==> src/rtl/pooling_layer_max_unit.sv <==
// Max pooling over KERNEL_SIZE x KERNEL_SIZE windows of IEEE-754 single rows.
// Stage 1 reduces each group horizontally; stage 2 accumulates across rows.
module pooling_layer_max_unit #(
  parameter int DATA_WIDTH  = 32,
  parameter int KERNEL_SIZE = 2,
  parameter int OUTPUT_SIZE = 3,
  parameter int ROWS        = 6
) (
  input  logic                                      clk,
  input  logic                                      rst_n,
  input  logic                                      clear,
  input  logic                                      cache_valid,
  input  logic [OUTPUT_SIZE*KERNEL_SIZE*DATA_WIDTH-1:0] cache_data,
  output logic [OUTPUT_SIZE*DATA_WIDTH-1:0]         data_out,
  output logic                                      out_valid,
  output logic                                      frame_done
);

  localparam int OUT_ROWS = ROWS / KERNEL_SIZE;
  localparam int PW       = $clog2(KERNEL_SIZE);
  localparam int RW       = (OUT_ROWS > 1) ? $clog2(OUT_ROWS) : 1;
  localparam logic [PW-1:0] PH_PRE   = PW'(KERNEL_SIZE - 2);
  localparam logic [RW-1:0] ROW_LAST = RW'(OUT_ROWS - 1);

  typedef enum logic [0:0] {ACCUM = 1'b0, EMIT = 1'b1} state_t;

  // Sign-magnitude ordering; NaNs are ordered by their bit patterns.
  function automatic logic [DATA_WIDTH-1:0] fmax(input logic [DATA_WIDTH-1:0] a,
                                                   input logic [DATA_WIDTH-1:0] b);
    logic [DATA_WIDTH-1:0] res;
    if (a[DATA_WIDTH-1] != b[DATA_WIDTH-1]) begin
      res = a[DATA_WIDTH-1] ? b : a;
    end else if (!a[DATA_WIDTH-1]) begin
      res = (a[DATA_WIDTH-2:0] > b[DATA_WIDTH-2:0]) ? a : b;
    end else begin
      res = (a[DATA_WIDTH-2:0] < b[DATA_WIDTH-2:0]) ? a : b;
    end
    return res;
  endfunction

  state_t                          state_q, state_d;
  logic [PW-1:0]                   phase_q, phase_d;
  logic [RW-1:0]                   row_q, row_d;
  logic                            h_valid_q, h_valid_d;
  logic                            out_valid_q, out_valid_d;
  logic                            frame_done_q, frame_done_d;
  logic [OUTPUT_SIZE*DATA_WIDTH-1:0] dout_q, dout_d;
  logic [DATA_WIDTH-1:0]           h_max_q [OUTPUT_SIZE];
  logic [DATA_WIDTH-1:0]           h_max_d [OUTPUT_SIZE];
  logic [DATA_WIDTH-1:0]           acc_q   [OUTPUT_SIZE];
  logic [DATA_WIDTH-1:0]           acc_d   [OUTPUT_SIZE];
  logic [DATA_WIDTH-1:0]           row_max_s [OUTPUT_SIZE];

  // Horizontal reduction of each incoming group; element 0 sits at the group MSBs.
  always_comb begin
    for (int g = 0; g < OUTPUT_SIZE; g++) begin
      row_max_s[g] = cache_data[(OUTPUT_SIZE-g)*KERNEL_SIZE*DATA_WIDTH-1 -: DATA_WIDTH];
      for (int k = 1; k < KERNEL_SIZE; k++) begin
        row_max_s[g] = fmax(row_max_s[g],
          cache_data[(OUTPUT_SIZE-g)*KERNEL_SIZE*DATA_WIDTH-k*DATA_WIDTH-1 -: DATA_WIDTH]);
      end
    end
  end

  // Next-state logic for both pipeline stages, the row phase FSM and the row counter.
  always_comb begin
    state_d      = state_q;
    phase_d      = phase_q;
    row_d        = row_q;
    h_valid_d    = 1'b0;
    out_valid_d  = 1'b0;
    frame_done_d = 1'b0;
    dout_d       = dout_q;
    h_max_d      = h_max_q;
    acc_d        = acc_q;
    if (clear) begin
      // Resync: in-flight row and any pending emit are dropped, datapath held.
      state_d = ACCUM;
      phase_d = '0;
      row_d   = '0;
    end else begin
      h_valid_d = cache_valid;
      if (cache_valid) begin
        h_max_d = row_max_s;
      end else begin
        h_max_d = h_max_q;
      end
      if (h_valid_q) begin
        case (state_q)
          ACCUM: begin
            for (int g = 0; g < OUTPUT_SIZE; g++) begin
              if (phase_q == '0) begin
                acc_d[g] = h_max_q[g];
              end else begin
                acc_d[g] = fmax(acc_q[g], h_max_q[g]);
              end
            end
            phase_d = phase_q + PW'(1);
            if (phase_q == PH_PRE) begin
              state_d = EMIT;
            end else begin
              state_d = ACCUM;
            end
          end
          EMIT: begin
            for (int g = 0; g < OUTPUT_SIZE; g++) begin
              dout_d[(OUTPUT_SIZE-g)*DATA_WIDTH-1 -: DATA_WIDTH] = fmax(acc_q[g], h_max_q[g]);
            end
            out_valid_d = 1'b1;
            phase_d     = '0;
            state_d     = ACCUM;
            if (row_q == ROW_LAST) begin
              frame_done_d = 1'b1;
              row_d        = '0;
            end else begin
              frame_done_d = 1'b0;
              row_d        = row_q + RW'(1);
            end
          end
          default: begin
            state_d = ACCUM;
            phase_d = '0;
          end
        endcase
      end else begin
        state_d = state_q;
      end
    end
  end

  // State and datapath registers.
  always_ff @(posedge clk or negedge rst_n) begin
    if (!rst_n) begin
      state_q      <= ACCUM;
      phase_q      <= '0;
      row_q        <= '0;
      h_valid_q    <= 1'b0;
      out_valid_q  <= 1'b0;
      frame_done_q <= 1'b0;
      dout_q       <= '0;
      for (int g = 0; g < OUTPUT_SIZE; g++) begin
        h_max_q[g] <= '0;
        acc_q[g]   <= '0;
      end
    end else begin
      state_q      <= state_d;
      phase_q      <= phase_d;
      row_q        <= row_d;
      h_valid_q    <= h_valid_d;
      out_valid_q  <= out_valid_d;
      frame_done_q <= frame_done_d;
      dout_q       <= dout_d;
      h_max_q      <= h_max_d;
      acc_q        <= acc_d;
    end
  end

  assign data_out   = dout_q;
  assign out_valid  = out_valid_q;
  assign frame_done = frame_done_q;

endmodule

==> config.mk <==
export PLATFORM = sky130hd
export DESIGN_NAME = pooling_layer_max_unit
export DESIGN_NICKNAME = d
export VERILOG_FILES = /design/src/rtl/pooling_layer_max_unit.sv
export SDC_FILE = /design/constraint.sdc
export NUM_CORES = 1
export LEC_CHECK = 0
export ABC_AREA = 1
export ABC_CLOCK_PERIOD_IN_PS = 5950
export CORE_ASPECT_RATIO = 0.7
export CORE_MARGIN = 10
export CORE_UTILIZATION = 45
export DETAILED_ROUTE_END_ITERATION = 16
export PLACE_DENSITY = 0.64
export REMOVE_ABC_BUFFERS = 1
export SKIP_CTS_REPAIR_TIMING = 1
export SLEW_MARGIN = 20
export SYNTH_ARGS = -nofsm -noshare
export SYNTH_HDL_FRONTEND = slang
export SYNTH_SLANG_ARGS = --single-unit
export TNS_END_PERCENT = 50
==> constraint.sdc <==
create_clock -name clk -period 5.95 [get_ports clk]
set_clock_uncertainty 0.1 [all_clocks]
set_input_delay 0.8925 -clock clk [delete_from_list [all_inputs] [get_ports clk]]
set_output_delay 0.8925 -clock clk [all_outputs]
set_load 0.02 [all_outputs]
# Yosys cells after proc, flatten, opt, wreduce, memory -nomap -nowiden
# Index checks and enable logic that the tools add are counted.
classes:
  add_sub_neg: 2
  magnitude_cmp: 12
  n_eq_ne: 7
  mux: 52
  bitwise: 2
  reduce_logical: 6
ops:
  columns: ["cell", "count"]
  rows:
  - ["$mux 32", 33]
  - ["$gt 31x31->1", 6]
  - ["$lt 31x31->1", 6]
  - ["$mux 1", 13]
  - ["$mux 2", 4]
  - ["$ne 1x1->1", 6]
  - ["$reduce_and 3->1", 2]
  - ["$pmux 1 s2", 2]
  - ["$reduce_and 2->1", 2]
  - ["$reduce_bool 2->1", 2]
  - ["$add 2x1->2 const B", 1]
  - ["$eq 2x2->1 const B", 1]
  - ["$not 1->1", 2]
  - ["$add 1x1->1 const B", 1]
word_totals:
  ff_bits: 295
  input_bits: 196
  out_inout_bits: 98
  wordCells: 94

# Longest topological paths before layout
# Gate-level depths: netlist of run 1.
depth:
  depth_word: 5
  ltp_mapped: 18
  ltp_nobuf: 17

# Worst setup path after synthesis of run 1
# No wires, ideal clock.
synth_path:
  kind: "input to register"
  start: "in cache_data[158]"
  end: "reg h_max_q[65] (netlist bit)"
  setup_ns: 0.122
  arrival_ns: 2.446
  required_ns: 5.728
  path_slack_ns: 3.282
  cell_stages: 14
  n_path_buf: 1
  path_cell_list: "inv_1 ha_1 nand2_1 nor2_2 and2_1 nand2_1 nand3_1 nor2_4 buf_1 nand3_1 nand3_1 nand2_1 nand2_1 a21oi_1"
synth_between:
  elab_chain_len: 4
  elab_cells_between_ends: 6
  cone_classes: "order compare (2); mux (4)"
synth_lines:
  columns: ["item", "line", "source"]
  rows:
  - ["start: declaration", "13", "input logic [OUTPUT_SIZE*KERNEL_SIZE*DATA_WIDTH-1:0] cache_data,"]
  - ["$gt 31x31->1 or $lt 31x31->1 (tied branches)", "34, 36", null]
  - ["$mux 32, on equally long branches", "34, 36", null]
  - ["$mux 32 (*)", "33", "end else if (!a[DATA_WIDTH-1]) begin"]
  - ["$mux 32 (*)", "31", "if (a[DATA_WIDTH-1] != b[DATA_WIDTH-1]) begin"]
  - ["end signal: assignment", "153", "h_max_q <= h_max_d;"]
  - ["end: declaration", "48", "logic [DATA_WIDTH-1:0] h_max_q [OUTPUT_SIZE];"]
# Every way passes the cells marked *; elsewhere a longest branch is shown, timed or not.
# A chain may end at the register's enable or synchronous reset.

# Final worst setup path of run 1
layout_path:
  start: "reg h_max_q[94] (netlist bit)"
  end: "reg dout_q[75], in the netlist data_out[75]"
layout_between:
  elab_chain_len: 4
  elab_cells_between_ends: 6
  cone_classes: "order compare (2); mux (4)"
layout_lines:
  columns: ["item", "line", "source"]
  rows:
  - ["$gt 31x31->1 or $lt 31x31->1 (tied branches)", "34, 36", null]
  - ["$mux 32, on equally long branches", "34, 36", null]
  - ["$mux 32 (*) (2 in series)", null, null]
  - ["end signal: assignment", "152", "dout_q <= dout_d;"]
  - ["end: declaration", "47", "logic [OUTPUT_SIZE*DATA_WIDTH-1:0] dout_q, dout_d;"]
# Marked as above.

==> out/qor.csv, run 1 <==
metric,value,unit
Final min period,4.100,ns
CP max FO,63,
RSZ-0062 raised after global routing,no,
clock-pin slew of the registers on the worst-case setup and hold paths,0.06,ns
WL/cell,17.60,µm
DP Worst Slack,1.632,ns
outcome,"finished, final reports clean",
final period utilization,68.90,%
worst skew pair latency,0.54,ns
#FFs+latches synth,294,
Synth async-reset ratio,100.0,%
Total Wirelength,92640,µm
antenna violation net count after detailed routing,0,
Final Util,52.70,%
Avg Inst Size Synth,6.129,µm²
CTS root buffer,clkbuf_16,
Synth cell types,33,
largest stage delay on the critical path,0.75,ns
Sink Count,294,
smallest hold slack,0.1843,ns
Slew @ Worst Pin,1.178,ns
most frequent cells in the layout,"nand2_1, nand3_1, inv_1",
Final nets,4829,
Final Max Tran Viols,0,
met3 Resource Use GR,4.047,%
critical path's slowest cell,nand2_4,
final hold viol count,0,
top_reg_cell synth,dfrtp_1,
Yosys warning count,0,
TritonCTS clock tree,yes,
DR vias,29040,
most frequent CP cell,nand2_1,
gp weighted congestion,0.8858,
I/O Buffers,293,
Placeable Area,58520,µm²
first-pass GRT wire length,147200,µm
IO Pins,294,
Max-cap violations,0,
number of synthesized flops with an enable pin,0,
PD cells,336.1,nW/µm²
Total Power,10.37,mW
Final HPWL DP,60780,µm
Antenna Cells,0,
TritonCTS Buffers,35,
drt pass-1 iters,6,
Mapped Area,26650,µm²
Final setup viols,0,
DIE AREA,69520,µm²
CP Cell Sequence,inv_1 -> ha_1 -> nand2_1 -> nor2_1 -> nand2_1 -> nor3_2 -> nand2_2 -> nand2_4 -> nand2_2 -> nand2_1 -> nand3_1 -> nand2_1 -> nand2_1 -> a21oi_1,
Initial Util,45.55,%
clock tree buffer depth,3,
worst endpoint data arrival time,4.44,ns
met1 Usage GRT,36.67,%
Die W,310.9,µm
initial DRC count,3267,
Critical Path RT,6.29,ns
Die H,223.6,µm
via/cell ratio,5.518,
largest net degree at the start of global routing,119,
Startpoint Class,flop,
"commonest non-fill, non-tap cell in the layout",nand2_1,
Setup WS post-layout,1.850,ns
residual DRC count,0,
aggregate negative setup slack,0,ns
critical path class,reg2reg,
vias in the first global route,26280,
layout cells sized above 1,3.449,%
"Seq/Total Area, Yosys",27.60,%
Area Overhead vs Synth,15.71,%
Gate Count Post-Synth,4349,
static leakage,16.04,nW
num rows,74,
GR Util met2,38.60,%
GRT overflow,0,
initial antenna violation count,0,
global route hottest layer,met2,
Hold Crit Class,in2async,
peak supply drop,234.3,µV
CP endpoint kind,flop,
Slew headroom,21.35,%
f_max,0.2439,GHz
H-tree depth,2,
Total GRT Usage,25.30,%
[power by group]
part,internal [mW],switching (mW)
logic,1.89,3.15
registers,2.55,0.576
clock network,1.25,0.945
total,5.69,4.67
[final cells by class]
cell class                 instances  area [µm²]
fill                            5951       27680
multi-input combinational       3287       16250
sequential                       294        7361
timing repair buffer             339        3306
inverter                         484        1819
tap                              798       998.5
clock buffer                      49       988.4
clock inverter                    12       117.6
[through the flow]
stage / std cells / instance area, µm²
final: 5263 / 30840
after global placement: 5202 / 29730
after global routing: 5263 / 30840
after floorplan: 4065 / 25390
after CTS: 5263 / 30840
after detailed placement: 5202 / 29730
[cells by family (layout without fill, tap and decap cells)]
kind of cell	after synthesis	count (layout)	share of synthesized area, %
fa+ha+maj	192	192	9.013
buf+inv	768	884	11.57
compound gates	730	730	13.87
flops	294	294	27.60
simple gates	2365	2365	37.95
[synthesized netlist by cell type (7+ instances only)]
| master | instances | area [µm²] |
|---|---|---|
| nor2_2 | 7 | 43.79 |
| nand2_1 | 1208 | 4534 |
| nand2_2 | 8 | 50.05 |
| o21ai_0 | 287 | 1436 |
| nand3_1 | 770 | 3854 |
| nand4_1 | 12 | 75.07 |
| buf_2 | 75 | 375.4 |
| a21oi_1 | 427 | 2137 |
| dfrtp_1 | 294 | 7357 |
| buf_1 | 38 | 142.6 |
| ha_1 | 192 | 2402 |
| nand2_4 | 11 | 123.9 |
| buf_6 | 12 | 135.1 |
| a21o_1 | 12 | 90.09 |
| clkbuf_1 | 155 | 581.8 |
| nor2_1 | 325 | 1220 |
| inv_1 | 482 | 1809 |
[metal layers]
layer | part of all wire (%) | routed length, µm
met1 | 46 | 43030
met2 | 43 | 40190
met3 | 7.8 | 7223
met4 | 2.4 | 2195
met5 | 0 | 0
[sequential cells by signal, summed over array words and instances, names as in the netlist]
| register | cells |
|---|---|
| out_valid | 1 |
| data_out | 96 |
| h_valid_q | 1 |
| acc_q | 96 |
| state_q | 1 |
| h_max_q | 96 |
| frame_done | 1 |
| row_q | 2 |
[critical path, delay by kind of cell, from the launching register on]
kind                       cells  cell delay [ns]
AOI/OAI and AO/OA              1             0.15
adders and majority gates      1             0.31
buffers and inverters          1             0.11
DFF                            1             0.40
and+or+nand+nor               11             2.89
[path summary, 6_finish.rpt]
path | from | to | slack [ns] | depth (start not counted)
min reg2reg | row_q[1]$_DFFE_PN0P_ | row_q[0]$_DFFE_PN0P_ | 0.36 | 1
max | h_max_q[94]$_DFFE_PN0P_ | data_out[75]$_DFFE_PN0P_ | 1.85 | 14
max reg2reg | h_max_q[94]$_DFFE_PN0P_ | data_out[75]$_DFFE_PN0P_ | 1.85 | 14
max in group asynchronous | rst_n | data_out[77]$_DFFE_PN0P_ | 4.43 | 2
min | rst_n | h_max_q[9]$_DFFE_PN0P_ | 0.18 | 1
min in group clk | row_q[1]$_DFFE_PN0P_ | row_q[0]$_DFFE_PN0P_ | 0.36 | 1
(Power assumes the default switching activity.)
==> run 2: changes to the inputs <==
--- a/config.mk
+++ b/config.mk
@@ -6,12 +6,12 @@
 export NUM_CORES = 1
 export LEC_CHECK = 0
 export ABC_AREA = 1
-export ABC_CLOCK_PERIOD_IN_PS = 5950
+export ABC_CLOCK_PERIOD_IN_PS = 3600
 export CORE_ASPECT_RATIO = 0.7
 export CORE_MARGIN = 10
 export CORE_UTILIZATION = 45
 export DETAILED_ROUTE_END_ITERATION = 16
-export PLACE_DENSITY = 0.64
+export PLACE_DENSITY = 0.67
 export REMOVE_ABC_BUFFERS = 1
 export SKIP_CTS_REPAIR_TIMING = 1
 export SLEW_MARGIN = 20
==> constraint.sdc (replaced) <==
create_clock -name clk -period 3.6 [get_ports clk]
set_clock_uncertainty 0.1 [all_clocks]
set_input_delay 0.54 -clock clk [delete_from_list [all_inputs] [get_ports clk]]
set_output_delay 0.54 -clock clk [all_outputs]
set_load 0.02 [all_outputs]
==> run 2 against run 1 <==
Sequential power is 65% higher. Core utilization is 0.93 points higher. Design area is 1.8% higher. Combinational power is 67% higher. Largest cell class unchanged. Setup slack worse by 1.4 ns. Clock power is 88% higher. Die area stayed put. Wire length is 1.2% lower. Hold slack better by 0.11 ns. Sequential cell count stayed put.
==> out/qor.csv, run 2 (same netlist as run 1, synthesis figures left out) <==
metric,value,unit,change
outcome,"finished, final reports clean",,
initial DRC count,3148,,-3.6%
CP max FO,32,,-49%
Startpoint Class,flop,,
Final setup viols,0,,unchanged
"commonest non-fill, non-tap cell in the layout",nand2_1,,
Area Overhead vs Synth,17.74,%,
Min-Delay Path Depth,4,,
met1 Usage GRT,35.19,%,-1.5 points
Die H,223.6,µm,unchanged
Final min period,3.111,ns,-0.9884 ns
CP Cell Sequence,inv_1 -> ha_1 -> nand2_1 -> nor2_1 -> inv_1 -> nor2_1 -> nand2_1 -> nand2_1 -> nand2_2 -> nand2_4 -> nand2_2 -> nand2_1 -> nand3_1 -> nand2_1 -> nand2_1 -> a21oi_1,,
Final Max Tran Viols,0,,unchanged
CP endpoint kind,flop,,
Total GRT Usage,25.10,%,-0.20 points
Final HPWL DP,61560,µm,+1.3%
RR Endpoint,data_out[66]$_DFFE_PN0P_,,
R2R Setup Slk,0.49,ns,-1.36 ns
critical path's top delay family,simple AND/OR/NAND/NOR gates,,
Critical R2R Launch,h_max_q[78]$_DFFE_PN0P_,,
drt pass-1 iters,6,,unchanged
clock tree buffer depth,3,,unchanged
DR vias,29130,,+0.30%
most frequent CP cell,nand2_1,,
Slew @ Worst Pin,1.131,ns,-0.04709 ns
critical path's slowest cell,nand2_2,,
IO Pins,294,,unchanged
reg2reg path depth,16,,+2
Max-cap violations,0,,unchanged
via/cell ratio,5.501,,-0.32%
Sink Count,294,,unchanged
first-pass GRT wire length,146700,µm,-0.34%
PD cells,564.8,nW/µm²,+68%
hold_sp,cache_data[127],,
layout cells sized above 1,4.157,%,+0.71 points
residual DRC count,0,,unchanged
global route hottest layer,met2,,
H-tree depth,2,,unchanged
critical path class,reg2reg,,
largest stage delay on the critical path,0.52,ns,-0.23 ns
Initial Util,45.55,%,unchanged
Total Wirelength,91530,µm,-1.2%
Critical Path RT,3.95,ns,-2.34 ns
DIE AREA,69520,µm²,unchanged
peak supply drop,397.1,µV,+70%
Final Util,53.63,%,+0.93 points
hold worst-path end,h_max_q[63]$_DFFE_PN0P_,,
worst endpoint data arrival time,3.46,ns,-0.98 ns
largest net degree at the start of global routing,95,,-20%
gp weighted congestion,0.8972,,+1.3%
static leakage,16.31,nW,+1.7%
GR Util met2,39.11,%,+0.51 points
TritonCTS clock tree,yes,,
Buf/Inv on CP,2,,+1
RSZ-0062 raised after global routing,no,,
Placeable Area,58520,µm²,unchanged
Total Power,17.73,mW,+71%
Hold Crit Class,in2reg,,
WL/cell,17.28,µm,-1.8%
TritonCTS Buffers,35,,unchanged
I/O Buffers,293,,unchanged
DP Worst Slack,0.3008,ns,-1.331 ns
most frequent cells in the layout,"nand2_1, nand3_1, inv_1",,
Setup WS post-layout,0.4886,ns,-1.362 ns
worst skew pair latency,0.54,ns,about the same
antenna violation net count after detailed routing,0,,unchanged
initial antenna violation count,2,,+2
clock-pin slew of the registers on the worst-case setup and hold paths,0.06,ns,about the same
num rows,74,,unchanged
Die W,310.9,µm,unchanged
CTS root buffer,clkbuf_16,,
vias in the first global route,27030,,+2.8%
met3 Resource Use GR,4.682,%,+0.63 points
Antenna Cells,0,,unchanged
Slew headroom,24.11,%,+2.8 points
GRT overflow,0,,unchanged
final period utilization,86.43,%,+18 points
final hold viol count,0,,unchanged
f_max,0.3214,GHz,+32%
Final nets,4860,,+0.64%
[run 2: area by class of cell]
class                      instances  area [µm²]
timing repair buffer             370        3654
multi-input combinational       3287       16240
fill                            6019       27130
sequential                       294        7361
tap                              798       998.5
clock inverter                    13       260.3
clock buffer                      50        1054
inverter                         484        1819
[run 2: tightest hold or removal path, delay by kind of cell]
kind            cells  cell delay, ns
fa+ha+maj           1            0.14
simple gates        1            0.05
buf+inv             1            0.10
compound gates      1            0.06
[run 2: per-stage QoR]
stage | cells | setup TNS, ns | hold WS, ns | area, µm²
4_1_cts | 5295 | 0 | -0.1365 | 31370
3_3_place_gp | 5232 | 0 | 0.3605 | 30060
5_1_grt | 5296 | 0 | 0.3304 | 31380
2_1_floorplan | 4065 | -739.96 | 0.1444 | 25390
3_5_place_dp | 5232 | 0 | 0.3609 | 30060
6_report | 5296 | 0 | 0.2947 | 31380
[run 2: routing by layer]
metal  wire length [µm]  part of all wire [%]
met1              41420                    45
met2              40070                    44
met3               7688                   8.4
met4               2316                   2.5
met5                 27                 0.030
[run 2: worst max-delay path by stage]
stage	startpoint	endpoint	slack, ns	depth (start not counted)
finish	h_max_q[78]$_DFFE_PN0P_	data_out[66]$_DFFE_PN0P_	0.49	16
global route	h_max_q[94]$_DFFE_PN0P_	data_out[66]$_DFFE_PN0P_	0.20	14
CTS	h_max_q[94]$_DFFE_PN0P_	data_out[66]$_DFFE_PN0P_	0.51	14
detailed placement	cache_data[94]	h_max_q[57]$_DFFE_PN0P_	0.30	15
global placement	cache_data[94]	h_max_q[51]$_DFFE_PN0P_	0.33	15
floorplan	clear	data_out[0]$_DFFE_PN0P_	-6.73	4
[run 2: power by group]
group	leakage, nW	internal [mW]	switching (mW)
clock	0.639	2.55	1.58
combinational	12.2	3.22	5.23
sequential	3.42	4.21	0.944
